**config.mk**
```make
export PLATFORM = sky130hd
export DESIGN_NAME = thres_cfg_loader
export DESIGN_NICKNAME = d
export VERILOG_FILES = /design/src/rtl/thres_cfg_loader.sv
export SDC_FILE = /design/constraint.sdc
export NUM_CORES = 1
export LEC_CHECK = 0
export BUFFER_PORTS_ARGS = -buffer_cell sky130_fd_sc_hd__clkbuf_2
export CORE_ASPECT_RATIO = 2
export CORE_MARGIN = 2
export CORE_UTILIZATION = 27
export DETAILED_ROUTE_END_ITERATION = 8
export GPL_TIMING_DRIVEN = 0
export SKIP_LAST_GASP = 1
export SLEW_MARGIN = 20
export SYNTH_ARGS = -nofsm -noshare
export SYNTH_HDL_FRONTEND = slang
export SYNTH_SLANG_ARGS = --single-unit
export TNS_END_PERCENT = 100
```
**constraint.sdc**
```tcl
create_clock -name clk -period 14.1 [get_ports clk]
set_clock_uncertainty 0.15 [all_clocks]
set_input_delay 4.23 -clock clk [delete_from_list [all_inputs] [get_ports clk]]
set_output_delay 4.23 -clock clk [all_outputs]
set_load 0.02 [all_outputs]
```
**src/rtl/thres_cfg_loader.sv**
```systemverilog
// Threshold table configuration loader: streams a header plus payload words into
// a 4*DEPTH word table space, with optional read-back checksum verification.
module thres_cfg_loader #(
  parameter int unsigned BITWIDTH = 32,
  parameter int unsigned DEPTH    = 256
) (
  input  logic                clk,
  input  logic                rst,
  input  logic [BITWIDTH-1:0] s_data,
  input  logic                s_valid,
  output logic                s_ready,
  output logic                cfg_we,
  output logic                cfg_re,
  output logic [15:0]         cfg_addr,
  output logic [BITWIDTH-1:0] cfg_din,
  input  logic [BITWIDTH-1:0] cfg_dout,
  output logic                busy,
  output logic                done,
  output logic [1:0]          err_code
);

  typedef enum logic [2:0] {IDLE, WRITE, DRAIN, READ, FLUSH, CHECK} state_t;

  localparam logic [16:0] LIMIT = 17'(4 * DEPTH);

  state_t              state;
  logic [15:0]         base;
  logic [10:0]         count;
  logic [10:0]         idx;
  logic                verify;
  logic [BITWIDTH-1:0] wr_sum;
  logic [BITWIDTH-1:0] rd_sum;
  logic                re_q;
  logic                wdone;
  logic                accept;
  logic                last;
  logic [10:0]         hdr_n;
  logic [15:0]         hdr_base;

  assign hdr_base = s_data[15:0];
  assign hdr_n    = s_data[26:16];
  assign s_ready  = !rst && (state == IDLE || state == WRITE || state == DRAIN);
  assign busy     = (state != IDLE);
  assign accept   = s_valid && s_ready;
  assign last     = (idx == count - 11'd1);

  always_ff @(posedge clk or posedge rst) begin
    if (rst) begin
      state    <= IDLE;
      base     <= '0;
      count    <= '0;
      idx      <= '0;
      verify   <= 1'b0;
      wr_sum   <= '0;
      rd_sum   <= '0;
      re_q     <= 1'b0;
      wdone    <= 1'b0;
      cfg_we   <= 1'b0;
      cfg_re   <= 1'b0;
      cfg_addr <= '0;
      cfg_din  <= '0;
      done     <= 1'b0;
      err_code <= '0;
    end else begin
      cfg_we <= 1'b0;
      cfg_re <= 1'b0;
      wdone  <= 1'b0;
      done   <= wdone;
      // Read data returns one cycle after the strobe, so accumulate off a delayed copy.
      re_q   <= cfg_re;
      if (re_q) rd_sum <= rd_sum + cfg_dout;

      case (state)
        IDLE: begin
          if (accept) begin
            base     <= hdr_base;
            count    <= hdr_n;
            verify   <= s_data[31];
            wr_sum   <= '0;
            rd_sum   <= '0;
            err_code <= '0;
            idx      <= '0;
            if (hdr_n == 11'd0)
              done <= 1'b1;
            else if ({1'b0, hdr_base} + 17'(hdr_n) > LIMIT)
              state <= DRAIN;
            else
              state <= WRITE;
          end
        end
        WRITE: begin
          if (accept) begin
            cfg_we   <= 1'b1;
            cfg_addr <= base + 16'(idx);
            cfg_din  <= s_data;
            wr_sum   <= wr_sum + s_data;
            idx      <= idx + 11'd1;
            if (last) begin
              idx <= '0;
              if (verify) begin
                state <= READ;
              end else begin
                // Delay done by one cycle so it lands after the final write strobe.
                wdone <= 1'b1;
                state <= IDLE;
              end
            end
          end
        end
        DRAIN: begin
          if (accept) begin
            idx <= idx + 11'd1;
            if (last) begin
              done     <= 1'b1;
              err_code <= 2'd1;
              state    <= IDLE;
            end
          end
        end
        READ: begin
          cfg_re   <= 1'b1;
          cfg_addr <= base + 16'(idx);
          idx      <= idx + 11'd1;
          if (last) state <= FLUSH;
        end
        FLUSH: begin
          // Exit once the last returned word is being summed this edge.
          if (re_q && !cfg_re) state <= CHECK;
        end
        CHECK: begin
          done     <= 1'b1;
          err_code <= (rd_sum != wr_sum) ? 2'd2 : 2'd0;
          state    <= IDLE;
        end
        default: state <= IDLE;
      endcase
    end
  end

endmodule
```
==> results by stage <==
Final layout:
- In the final layout, the share of cells above drive strength 1 is 0.120.
- The final non-filler cell total is 1,998.
- The filler cells instantiated in the layout total 4,300.
- The area added between synthesis and finish is 16.8%.
- The finished cells cover 13,000 um^2.
- After the last flow step, the layout net total stands at 1,608.
- In the layout the commonest cells are nand2_1, dfrtp_1, clkbuf_2.
- Leaving out fill and tap cells, the most frequent cell in the layout is nand2_1.
- The antenna diode count is 0.

Clock network:
- In this run, post-CTS hold repair placed 0 buffers.
- The cell at the root of the clock tree is clkbuf_16.
- The buffer levels on the longest clock path is 2.
- The number of gates given a new drive strength after cts is 0.
- The tree built by TritonCTS fans out to 161 sinks.
- The number of setup buffers added after CTS is 0.
- The clock transition at the registers of the reported paths is 0.06 ns.
- The TritonCTS clock tree is done.
- The worst-skew pair later-pin latency is 0.45 ns.
- The total clock buffers created by CTS is 17.
- CTS built an H-tree with a depth of 4.

Critical path:
- STA puts the critical path data arrival time at 4.98 ns.
- The required time at the endpoint of the critical path is 9.72 ns.
- The worst setup path is of the input port to output pin kind.
- The delay contributed by the slowest stage of the critical path is 0.36 ns.
- The type of element capturing the critical path is an output pin.
- Among the stages of the critical path, the cell type that occurs most often is clkbuf_2.
- Traced cell by cell, the critical path runs through clkbuf_2, a211oi_1, clkbuf_2.
- The startpoint type of the worst setup path is an input port.
- The standard cell with the maximum stage delay on the critical path is a211oi_1.
- In this run the worst path has a maximum fanout of 3.

Drt:
- After detailed routing, the average wire length per cell comes to 18.8 um.
- After detailed routing, the number of remaining DRC violations is 0.
- The first detailed-routing pass ran for 4 iterations.
- The average vias per placed instance is 5.02.
- The routed design has 37,500 um of wire.
- The DRC marker count from the first detailed-route iteration is 455.
- The routed layout has 10,038 vias.
- The count of nets left with antenna violations once routing finished came out at 0.

STA:
- Setup repair after global routing left no endpoint under its margin.
- The final hold violation count was 0.
- Headroom to the max-slew limit came out at 0.274.
- The post-route minimum period is 9.36 ns.
- The final clock period utilization by the worst path is 0.664.
- In the final timing run, aggregate negative setup slack is 0 ns.
- Across all setup checks in the final design, the least slack found is 4.74 ns.
- Setup violations remaining at the end of the flow were counted as 0.
- The timing-limited maximum frequency is 107 MHz.
- The transition time at the pin with the least slew margin is 1.08 ns.
- The total count of max-transition violations in the final report was 0.

Flow run:
- The tool flagged a number of max-cap violations equal to 0.

Die:
- The initial utilization of the core area, before any placement, comes to 0.272.
- The total core area is 40,900 um^2.
- The floorplan has 105 rows.
- The width of the chip is 147 um.
- The count of pins on the block boundary is 122.
- The die area is 42,900 um^2.
- Measured along the y axis, the die boundary spans 291 um.

Placement:
- Routability-driven placement finished with a final weighted congestion of 0.953.
- The post-place instance area is 12,400 um^2.
- Buffers placed on the I/O ports in this run total 121.
- The post-place setup slack is 4.73 ns.
- Summed over all nets, the half-perimeter wirelength after detailed placement is 30,400 um.
- The number of placed instances, taps included is 1,967.

Run status:
- The run finished with clean final reports.

Power:
- The switching power is 0.00115 W.
- The maximum ir drop on the vdd rail is 0.0862 mV.
- The combinational share of power is 0.505.
- Of the total power, registers draw 0.314.
- For this design the ratio of total power to cell area is 194 nW/um^2.
- The internal power component is 0.00137 W.
- The share of total power in the clock network is 0.182.
- The leakage power is 6.48 nW.
- Of the total power, the share spent switching nets is 0.456.

Logic synthesis:
- Yosys printed 0 warnings.
- The synthesized netlist occupies a cell area of 11,100 um^2.
- Sorting the synthesized cells by area gives the leading types as dfrtp_1, ha_1, nand2_1, xor2_1, a21oi_1.
- The most instantiated flip-flop cell in the synthesis netlist is dfrtp_1.
- In this run, synthesis inferred 0 flip-flops with an integrated enable.
- In this run the mean area of a mapped cell was 8.49 um^2.
- The dominant cell type by area after synthesis is dfrtp_1.
- The proportion of register bits with asynchronous set or reset after synthesis is 1.00.
- The sequential-to-total area share from yosys stat is 0.362.
- The post-synthesis net count is 1,467.
- The gate count of the mapped netlist is 1,310.
- The number of distinct library cells after synthesis is 76.
- Synthesis inferred 161 register bits.
- The share of synthesized area in the top cell type comes to 0.362.

Hold path:
- The classification of the worst-slack hold path is flop to flop.

GRT:
- Entering global routing, the biggest net connects 86 pins.
- The number of global-route vias before repair was 10,351.
- The number of antenna violations at the first check in global routing came to 0.
- The first global-routing pass estimated 57,000 um of wire.
- For this run, the total global-route usage over all layers was measured as 0.175.
- After global routing the overflow that remains totals 0.
-- synthesized netlist by cell type (14+ instances only) --
cell type,n
a211oi_1,17
a21o_1,34
a21oi_1,92
clkbuf_1,39
dfrtp_1,161
ha_1,86
inv_1,37
mux2i_1,24
nand2_1,277
nand3_1,28
nor2_1,98
nor3_1,24
nor4_1,14
o21ai_0,64
o21ai_1,16
o31ai_1,16
xnor2_1,49
xor2_1,71
-- logic make-up after synthesis --
group	count (synthesis)	synth area share
muxes	25	0.0230
buffers and inverters	83	0.0306
DFF	161	0.362
adders and majority gates	90	0.104
xor gates and xnor gates	120	0.0945
AOI/OAI and AO/OA	323	0.186
and+or+nand+nor	508	0.199
-- critical path: cells and delay by family --
family | cells | cell delay (ns)
AO/OA/AOI/OAI | 1 | 0.36
buffers and inverters | 2 | 0.39
-- worst paths after layout --
| kind | startpoint | end | slack (ns) | cells after the start |
|---|---|---|---|---|
| worst min register to register | cfg_re | re_q | 0.28 | 0 |
| min in group asynchronous | rst | idx[2] | 3.70 | 2 |
| max in group asynchronous | rst | wr_sum[11] | 9.27 | 3 |
| worst max-delay path | rst | s_ready | 4.74 | 3 |
| worst min-delay path | cfg_re | re_q | 0.28 | 0 |
| worst max register to register | wr_sum[0] | wr_sum[30] | 10.10 | 12 |
-- layer usage --
layer	wire length (um)	global-route usage	share of wire
met5	0	0	0
met4	3230	0.141	0.086
met3	999	0.0194	0.027
met2	20800	0.342	0.56
met1	12400	0.159	0.33
-- final cells by class --
cell class                      instances  area [um^2]  area share
Multi-Input combinational cell       1066         6750       0.520
Sequential cell                       161         4030       0.310
Tap cell                              535          669      0.0516
Timing Repair Buffer                  122          633      0.0488
Clock buffer                           17          425      0.0328
Buffer                                 44          194      0.0149
Inverter                               39          154      0.0119
Clock inverter                         14          129     0.00993
-- registers in the layout (all words and copies together) (netlist names), 2 cells and up --
register  cells
rd_sum       32
state         3
wr_sum       32
cfg_din      32
idx          11
base         16
cfg_addr     16
err_code      2
count        11
-- per-stage QoR --
| stage | utilization | hold WS, ns | power, W |
|---|---|---|---|
| 3_5_place_dp | 0.304 | 0.239 | 0.00206 |
| 4_1_cts | 0.318 | 0.269 | 0.00253 |
| 3_3_place_gp | 0.303 | 0.235 | 0.00204 |
| 2_1_floorplan | - | 0.263 | 0.00167 |
| 5_1_grt | 0.318 | 0.285 | 0.00270 |
| 6_report | 0.318 | 0.275 | 0.00252 |
-- power groups by stage --
| stage | logic, W | clock network (W) | registers [W] |
|---|---|---|---|
| floorplan | 0.000840 | 0 | 0.000834 |
| global placement | 0.00125 | 0 | 0.000791 |
| detailed placement | 0.00127 | 0 | 0.000797 |
| CTS | 0.00127 | 0.000469 | 0.000789 |
| global route | 0.00140 | 0.000483 | 0.000812 |
| finish | 0.00127 | 0.000457 | 0.000789 |
Power figures use the tool's default switching activity.
